===== config.mk =====
export PLATFORM = sky130hd
export DESIGN_NAME = arashi_rr_sched
export DESIGN_NICKNAME = d
export VERILOG_FILES = /design/src/rtl/arashi_sched_pkg.sv /design/src/rtl/arashi_rr_pick.sv /design/src/rtl/arashi_rr_sched.sv
export SDC_FILE = /design/constraint.sdc
export NUM_CORES = 1
export LEC_CHECK = 0
export BUFFER_PORTS_ARGS = -buffer_cell sky130_fd_sc_hd__buf_2
export CAP_MARGIN = 10
export CORE_MARGIN = 1
export CORE_UTILIZATION = 37
export CTS_BUF_LIST = sky130_fd_sc_hd__clkbuf_4 sky130_fd_sc_hd__clkbuf_8 sky130_fd_sc_hd__clkbuf_16
export DETAILED_ROUTE_END_ITERATION = 10
export SLEW_MARGIN = 25
export SYNTH_ARGS = -nofsm -noshare
export SYNTH_HDL_FRONTEND = slang
export SYNTH_HIERARCHICAL = 1
export SYNTH_SLANG_ARGS = --single-unit

===== constraint.sdc =====
create_clock -name clk -period 4.2 [get_ports clk]
set_input_delay 0.21 -clock clk [delete_from_list [all_inputs] [get_ports clk]]
set_output_delay 0.21 -clock clk [all_outputs]
set_load 0.02 [all_outputs]

===== src/rtl/arashi_sched_pkg.sv =====
// ============================================================================
//  Module   : arashi_sched_pkg
//  Purpose  : Shared types and helpers for the arashi round-robin scheduler.
//  Revision : 1.0 - initial release
// ============================================================================
`default_nettype none

package arashi_sched_pkg;

   // Scheduler state: IDLE means no grant is presented, GRANT means one is.
   typedef enum logic {
      SCHED_IDLE  = 1'b0,
      SCHED_GRANT = 1'b1
   } sched_state_t;

   // Bits needed to count 0..max_burst consecutive grants.
   function automatic int burst_cnt_width(input int max_burst);
      return $clog2(max_burst + 1);
   endfunction

endpackage : arashi_sched_pkg

`default_nettype wire


===== src/rtl/arashi_rr_pick.sv =====
// ============================================================================
//  Module   : arashi_rr_pick
//  Purpose  : Combinational round-robin picker. Finds the first set bit of
//             'eligible' at or after index 'start', wrapping modulo
//             THREAD_NUM.
//  Revision : 1.0 - initial release
// ============================================================================
`default_nettype none

module arashi_rr_pick #(
   parameter int THREAD_NUM_WIDTH = 3,
   localparam int THREAD_NUM      = 1 << THREAD_NUM_WIDTH
) (
   input  logic [THREAD_NUM-1:0]       eligible,
   input  logic [THREAD_NUM_WIDTH-1:0] start,
   output logic                        found,
   output logic [THREAD_NUM_WIDTH-1:0] idx
);

   logic [2*THREAD_NUM-1:0]     dbl;
   logic [THREAD_NUM-1:0]       rot;
   logic [THREAD_NUM_WIDTH-1:0] off;

   assign dbl = {eligible, eligible};

   // Rotate the doubled vector right by 'start' so bit 0 of 'rot' is thread 'start'.
   always_comb begin
      logic [THREAD_NUM_WIDTH:0] pos;
      rot = '0;
      pos = '0;
      for (int i = 0; i < THREAD_NUM; i++) begin
         pos    = {1'b0, start} + (THREAD_NUM_WIDTH+1)'(i);
         rot[i] = dbl[pos];
      end
   end

   // Priority encoder: lowest set bit of the rotated vector is the winner's offset.
   always_comb begin
      found = 1'b0;
      off   = '0;
      for (int i = THREAD_NUM - 1; i >= 0; i--) begin
         if (rot[i]) begin
            found = 1'b1;
            off   = i[THREAD_NUM_WIDTH-1:0];
         end
      end
   end

   // Undo the rotation; the add wraps naturally at THREAD_NUM.
   assign idx = start + off;

endmodule : arashi_rr_pick

`default_nettype wire


===== src/rtl/arashi_rr_sched.sv =====
// ============================================================================
//  Module   : arashi_rr_sched
//  Purpose  : Round-robin thread scheduler with registered grant, valid/accept
//             handshake, per-thread masking and optional burst hold.
//  Revision : 1.0 - initial release
// ============================================================================
`default_nettype none

module arashi_rr_sched
   import arashi_sched_pkg::*;
#(
   parameter int THREAD_NUM_WIDTH = 3,
   parameter int MAX_BURST        = 4,
   localparam int THREAD_NUM      = 1 << THREAD_NUM_WIDTH,
   localparam int BURST_W         = burst_cnt_width(MAX_BURST)
) (
   input  logic                        clk,
   input  logic                        rstn,
   input  logic [THREAD_NUM-1:0]       avail,
   input  logic [THREAD_NUM-1:0]       mask,
   input  logic                        burst_en,
   input  logic                        accept,
   output logic                        valid,
   output logic [THREAD_NUM_WIDTH-1:0] thread_id,
   output logic [BURST_W-1:0]          burst_cnt
);

   localparam logic [THREAD_NUM_WIDTH-1:0] IDX_ONE   = 1;
   localparam logic [BURST_W-1:0]          CNT_ONE   = 1;
   localparam logic [BURST_W-1:0]          CNT_LIMIT = BURST_W'(MAX_BURST);

   sched_state_t                state;
   logic [THREAD_NUM_WIDTH-1:0] last;
   logic [THREAD_NUM-1:0]       eligible;
   logic                        decide;
   logic                        burst_hold;
   logic                        pick_found;
   logic [THREAD_NUM_WIDTH-1:0] pick_idx;
   logic [THREAD_NUM_WIDTH-1:0] pick_start;

   assign eligible   = avail & ~mask;
   assign valid      = (state == SCHED_GRANT);
   // A pending grant blocks any new decision until it is accepted.
   assign decide     = (state == SCHED_IDLE) || accept;
   // With MAX_BURST=1 the count is already at the limit, so this never fires.
   assign burst_hold = burst_en && (state == SCHED_GRANT) &&
                       eligible[thread_id] && (burst_cnt < CNT_LIMIT);
   // The previously granted thread becomes lowest priority.
   assign pick_start = last + IDX_ONE;

   arashi_rr_pick #(
      .THREAD_NUM_WIDTH (THREAD_NUM_WIDTH)
   ) u_pick (
      .eligible (eligible),
      .start    (pick_start),
      .found    (pick_found),
      .idx      (pick_idx)
   );

   // Grant state machine: burst hold first, then rotation, else go idle.
   always_ff @(posedge clk or negedge rstn) begin
      if (!rstn) begin
         state     <= SCHED_IDLE;
         thread_id <= '0;
         burst_cnt <= '0;
         last      <= '1;
      end else if (decide) begin
         if (burst_hold) begin
            burst_cnt <= burst_cnt + CNT_ONE;
         end else if (pick_found) begin
            state     <= SCHED_GRANT;
            thread_id <= pick_idx;
            last      <= pick_idx;
            burst_cnt <= CNT_ONE;
         end else begin
            state     <= SCHED_IDLE;
            burst_cnt <= '0;
         end
      end
   end

endmodule : arashi_rr_sched

`default_nettype wire


==> After elaboration in Yosys (flattened, before gate mapping) <==
Cells that the tools add are included.
{ "totals": {"input_bits": 20, "reg_bits": 10, "word_cells": 71} }
{ "op_classes": {"add_sub_neg": 10, "mux": 37, "n_bitwise": 4, "order_cmp": 10, "reduce_logical": 6} }
{ "ops": {"columns": ["operator", "count"], "rows": [
  ["4-bit by 5-bit < comparator with 1-bit output, second input constant", 7],
  ["1-bit binary-select mux with 4-bit select", 7],
  ["3-bit two-way mux", 9],
  ["1-bit two-way mux", 19],
  ["3-bit by 3-bit adder with 4-bit output, second input constant", 4],
  ["3-bit by 2-bit adder with 4-bit output, second input constant", 2],
  ["8-bit AND", 1],
  ["8-bit NOT", 1],
  ["3-bit by 1-bit adder with 3-bit output, second input constant", 2],
  ["1-bit binary-select mux with 3-bit select", 2],
  ["3-bit by 5-bit < comparator with 1-bit output, second input constant", 1],
  ["3-bit by 1-bit adder with 4-bit output, second input constant", 1],
  ["3-bit by 4-bit < comparator with 1-bit output, second input constant", 1],
  ["3-bit adder", 1],
  ["1-bit logical AND", 3],
  ["3-bit < comparator, second input constant", 1],
  ["3-bit AND reduction", 1],
  ["1-bit NOT", 2],
  ["2-bit AND reduction", 1],
  ["1-bit logical OR", 1]
]} }

==> Depth between registers and ports, before layout <==
{ "logic_depth": {"depth_word": 14, "ltp_mapped": 15} }

==> Hierarchy <==
The synthesis kept the hierarchy.
{ "by_module_without_submodules": {"columns": ["mod", "n_inst", "cells_each", "area_each_um2"], "rows": [
  ["arashi_rr_sched", 1, 46, 629.4],
  ["arashi_rr_pick", 1, 57, 594.3]
]} }

==> Worst setup path before layout <==
Ideal clock, no wire load.
{ "synth_path": {"kind": "flip-flop to flip-flop", "from": "reg last[0]", "to": "reg thread_id[2]", "period_less_slack_ps": 3605, "setup_time_ps": 125, "stages_incl_launch_ff": 12, "arrival_time_ps": 3480, "required_ps": 4075, "path_slack_ps": 595, "path_cell_list": "dfstp_2 > ha_1 > inv_1 > ha_1 > mux4_2 > or2_0 > mux4_2 > or2_1 > fa_1 > xor2_1 > xnor2_1 > mux2_4"} }
{ "synth_between": {"elab_chain_cells": 13, "word_cells_on_any_way": 42, "cone_classes": "9 x add/sub; 32 x mux; 1 x reduce/logical"} }
{ "synth_rtl": {"columns": ["element", "line", "rtl"], "rows": [
  ["start, declared", "arashi_rr_sched.sv:33", "logic [THREAD_NUM_WIDTH-1:0] last;"],
  ["start signal, assigned", "arashi_rr_sched.sv:73", "last <= pick_idx;"],
  ["3-bit by 1-bit adder with 3-bit output *", "arashi_rr_sched.sv:49", "assign pick_start = last + IDX_ONE;"],
  ["via pick_start[1]", "arashi_rr_sched.sv:39", "logic [THREAD_NUM_WIDTH-1:0] pick_start;"],
  ["3-bit by 3-bit adder with 4-bit output", "arashi_rr_pick.sv:32", "pos = {1'b0, start} + (THREAD_NUM_WIDTH+1)'(i);"],
  ["1-bit binary-select mux with 4-bit select", "arashi_rr_pick.sv:33", "rot[i] = dbl[pos];"],
  ["1-bit two-way mux (implied by the code)", "arashi_rr_pick.sv:33", null],
  ["3-bit two-way mux (8 in series)", "arashi_rr_pick.sv:42", "if (rot[i]) begin"],
  ["3-bit adder *", "arashi_rr_pick.sv:50", "assign idx = start + off;"],
  ["via pick_idx[2]", "arashi_rr_sched.sv:38", "logic [THREAD_NUM_WIDTH-1:0] pick_idx;"],
  ["end signal, assigned", "arashi_rr_sched.sv:72", "thread_id <= pick_idx;"],
  ["end, declared", "arashi_rr_sched.sv:24", "output logic [THREAD_NUM_WIDTH-1:0] thread_id,"]
]} }
The timed path passes the listed nets; every way through them passes the cells marked *. The select of a mux whose other input is x is not followed.
A chain may end at the register's enable or synchronous reset.

==> Worst setup path in the final report <==
Same ends and word-level chain as after synthesis.

==> impl_results.rst <==
.. list-table::
   :header-rows: 1

   * - Metric
     - Value
   * - Post-route cell area
     - 1430 um2
   * - Data arrival time at the worst-slack endpoint
     - 3.93 ns
   * - Die outline width
     - 59.5 um
   * - Std cell rows
     - 20
   * - Proportion of register bits with asynchronous set or reset after synthesis
     - 1.00
   * - Area of the core
     - between 3000 and 4000 um2
   * - Cell area after technology mapping
     - roughly 1200 um2
   * - Yosys Warn Count
     - 6
   * - TritonCTS clock tree
     - yes
   * - Diode insertion count for antenna repair
     - 0
   * - Kind of end point of the critical path
     - flop
   * - Final #Nets
     - 160
   * - Finish-stage setup viols
     - 0
   * - Antenna violations before repair
     - 0
   * - Number of nets produced by synthesis
     - 130
   * - Number of distinct library cells after synthesis
     - 35
   * - Reg2Reg Depth
     - 11
   * - Port-buffer cells
     - 26
   * - Final WL
     - 2290 um
   * - Cells after Synth
     - 103
   * - Final critical-path share of the clock period
     - 0.899
   * - Maximum level of the CTS H-tree
     - 1
   * - CTS Buf Count
     - 3
   * - Worst-skew pair later-pin latency
     - 0.26 ns
   * - Ports
     - 27
   * - Leading cell type in the layout, fill and taps excluded
     - sky130_fd_sc_hd__buf_2
   * - Fraction of layout instances using a drive strength above 1
     - 0.409
   * - Total global routing track utilization
     - 0.146
   * - Minimum clock period
     - about 3.8 ns
   * - Count of TritonRoute iterations in the first routing pass
     - 4
   * - Clock Sinks
     - 10
   * - Clock Pin Slew Worst Setup and Hold Paths
     - 0.07 ns
   * - Final sum of negative setup slack
     - 0 ns
   * - Starting density of the core
     - 0.394
   * - Largest net degree at the start of global routing
     - 12
   * - Number of buffers on the longest clock path
     - 2
   * - Global routing usage on met2
     - 0.231
   * - Category of the most critical setup path
     - reg -> reg
   * - Number of max-slew violations in the final report
     - 0
   * - Placed wire-length estimate
     - 1900 um
   * - Die area
     - 3540 um2
   * - CP peak stage delay
     - between 0.5 and 0.6 ns
   * - Worst reg2reg startpoint
     - last[0]
   * - Capturing point of the worst reg2reg path
     - thread_id[2]
   * - CP Cell Sequence
     - ha_1 -> inv_1 -> ha_1 -> mux4_2 -> or2_0 -> mux4_2 -> or2_1 -> fa_1 -> xor2_1 -> xnor2_1 -> mux2_4
   * - Number of global-route vias before repair
     - 831
   * - Tightest hold margin
     - 0.337 ns
   * - Area growth from synthesis to layout
     - 17.1%
   * - Most area-consuming cells after synthesis
     - sky130_fd_sc_hd__mux4_1, sky130_fd_sc_hd__dfrtp_1, sky130_fd_sc_hd__mux4_2
   * - Number of flops mapped to enable cells by yosys
     - 0
   * - Biggest fanout along the worst timing path
     - 6
   * - Maximum frequency from static timing analysis
     - 0.265 GHz
   * - Detailed-route via count
     - 912
   * - Vias per cell
     - 5.18
   * - Global route total overflow
     - 0
   * - Clock root buffer master
     - sky130_fd_sc_hd__clkbuf_4
   * - Met3 track demand over resource
     - 0.0393
   * - First-pass GRT wire length
     - 3860 um
   * - Data required time at the worst endpoint
     - 4.35 ns
   * - Detail Route Antenna Nets
     - 0
   * - Setup clock skew after layout
     - 0.00187 ns
   * - Worst min-delay path class
     - in -> async
   * - Main flop type after synthesis
     - sky130_fd_sc_hd__dfrtp_1
   * - Highest-delay cell along the critical path
     - sky130_fd_sc_hd__dfstp_2
   * - Pin slew with the least headroom to its limit
     - around 0.43 ns
   * - Mean instance size in the synthesized netlist
     - between 10 and 15 um2
   * - RSZ-0062 raised after global routing
     - no
   * - Count of routing violations after the opening detailed-route iteration
     - 10
   * - Highest-count cells in the layout ignoring fill and taps
     - sky130_fd_sc_hd__buf_2, sky130_fd_sc_hd__inv_1
   * - Max Cap Viol
     - 0
   * - Sequential area share after synthesis
     - 0.208
   * - Total of flip-flops plus latches after synthesis
     - 10
   * - Routed wire per std cell
     - 13.0 um
   * - Final Hold Vio Count
     - 0
   * - Result of the run
     - complete, no violations
   * - Placement Cell Area
     - 1390 um2
   * - Met1 usage
     - 0.209
   * - Area share of the leading cell type in the synthesized netlist
     - 0.150
   * - Number of DRC violations after detailed routing
     - 0
   * - Busiest grt layer
     - met2
   * - Max_slew headroom
     - 0.714
   * - Critical Path Source Type
     - flop
   * - Reg-to-reg slack, setup
     - 0.43 ns
   * - Height of the die
     - 59.5 um
   * - Top cell type by total area after synthesis
     - sky130_fd_sc_hd__mux4_1
   * - Final estimated routing congestion in global placement
     - 0.785
final cells by class:
type	instances	area (um2)
tap	44	55.1
sequential	10	254
fill	311	1670
multi-input combinational	82	910
clock buffer	4	36.3
timing repair buffer	28	148
inverter	8	30.0
cells in the mapped netlist, types with 4 or more instances:
cell / n
sky130_fd_sc_hd__mux4_1: 7
sky130_fd_sc_hd__nor2b_1: 4
sky130_fd_sc_hd__nand2_1: 7
sky130_fd_sc_hd__inv_1: 8
sky130_fd_sc_hd__ha_1: 6
sky130_fd_sc_hd__nor2b_4: 4
sky130_fd_sc_hd__mux4_2: 5
sky130_fd_sc_hd__dfrtp_1: 7
sky130_fd_sc_hd__or2_1: 4
sky130_fd_sc_hd__mux2i_1: 4
sky130_fd_sc_hd__nor2_1: 7
sky130_fd_sc_hd__mux2_4: 6
flip-flops by register name, indices dropped and copies added, names as in the netlist:
name	flops
burst_cnt	3
last	3
thread_id	3
valid	1
through the flow:
step | instances | util | worst slack [ns]
2_1_floorplan | 103 | - | 0.595
3_3_place_gp | 171 | 0.447 | 0.486
4_1_cts | 176 | 0.462 | 0.398
5_1_grt | 176 | 0.462 | 0.216
6_report | 176 | 0.462 | 0.426
3_5_place_dp | 171 | 0.447 | 0.418
logic make-up (layout without fill, tap and decap cells):
family	after synthesis	count (layout)	share of synthesized area
and+or+nand+nor	37	37	0.196
DFF	10	10	0.208
xor gates and xnor gates	5	5	0.0358
muxes	24	24	0.367
adders and majority gates	7	7	0.0777
buffers and inverters	11	40	0.0491
AOI/OAI and AO/OA	9	9	0.0665
worst max path at each step:
stage	start	end	slack (ns)	depth (start not counted)
2_1_floorplan	last[0]	thread_id[2]	0.60	11
3_3_place_gp	last[0]	thread_id[2]	0.49	11
3_5_place_dp	last[0]	thread_id[2]	0.42	11
4_1_cts	last[0]	thread_id[2]	0.40	11
5_1_grt	last[0]	thread_id[2]	0.22	11
6_report	last[0]	thread_id[2]	0.43	11
worst max-delay path: cells and delay by family (launching register included):
| family | cells | cell delay, ns |
|---|---|---|
| muxes | 3 | 1.14 |
| adders and majority gates | 3 | 1.00 |
| DFF | 1 | 0.54 |
| and+or+nand+nor | 2 | 0.51 |
| xor gates and xnor gates | 2 | 0.30 |
| buffers and inverters | 1 | 0.17 |
layer usage:
| metal | share of wire | vias to the layer above |
|---|---|---|
| met5 | 0 | - |
| met4 | 0 | 0 |
| met3 | 0.030 | 0 |
| met2 | 0.50 | 21 |
| met1 | 0.47 | 447 |
| li1 | - | 444 |
timing repair:
action	in CTS	in global routing
hold buffers	1	0
endpoints found under the hold margin	7	0
buffers inserted	0	0
endpoints found under the setup margin	0	0
resized for setup	0	0
Power is left out: the tool's default activity adds up to more than one toggle a clock period on the data nets, which glitch-free logic cannot reach.
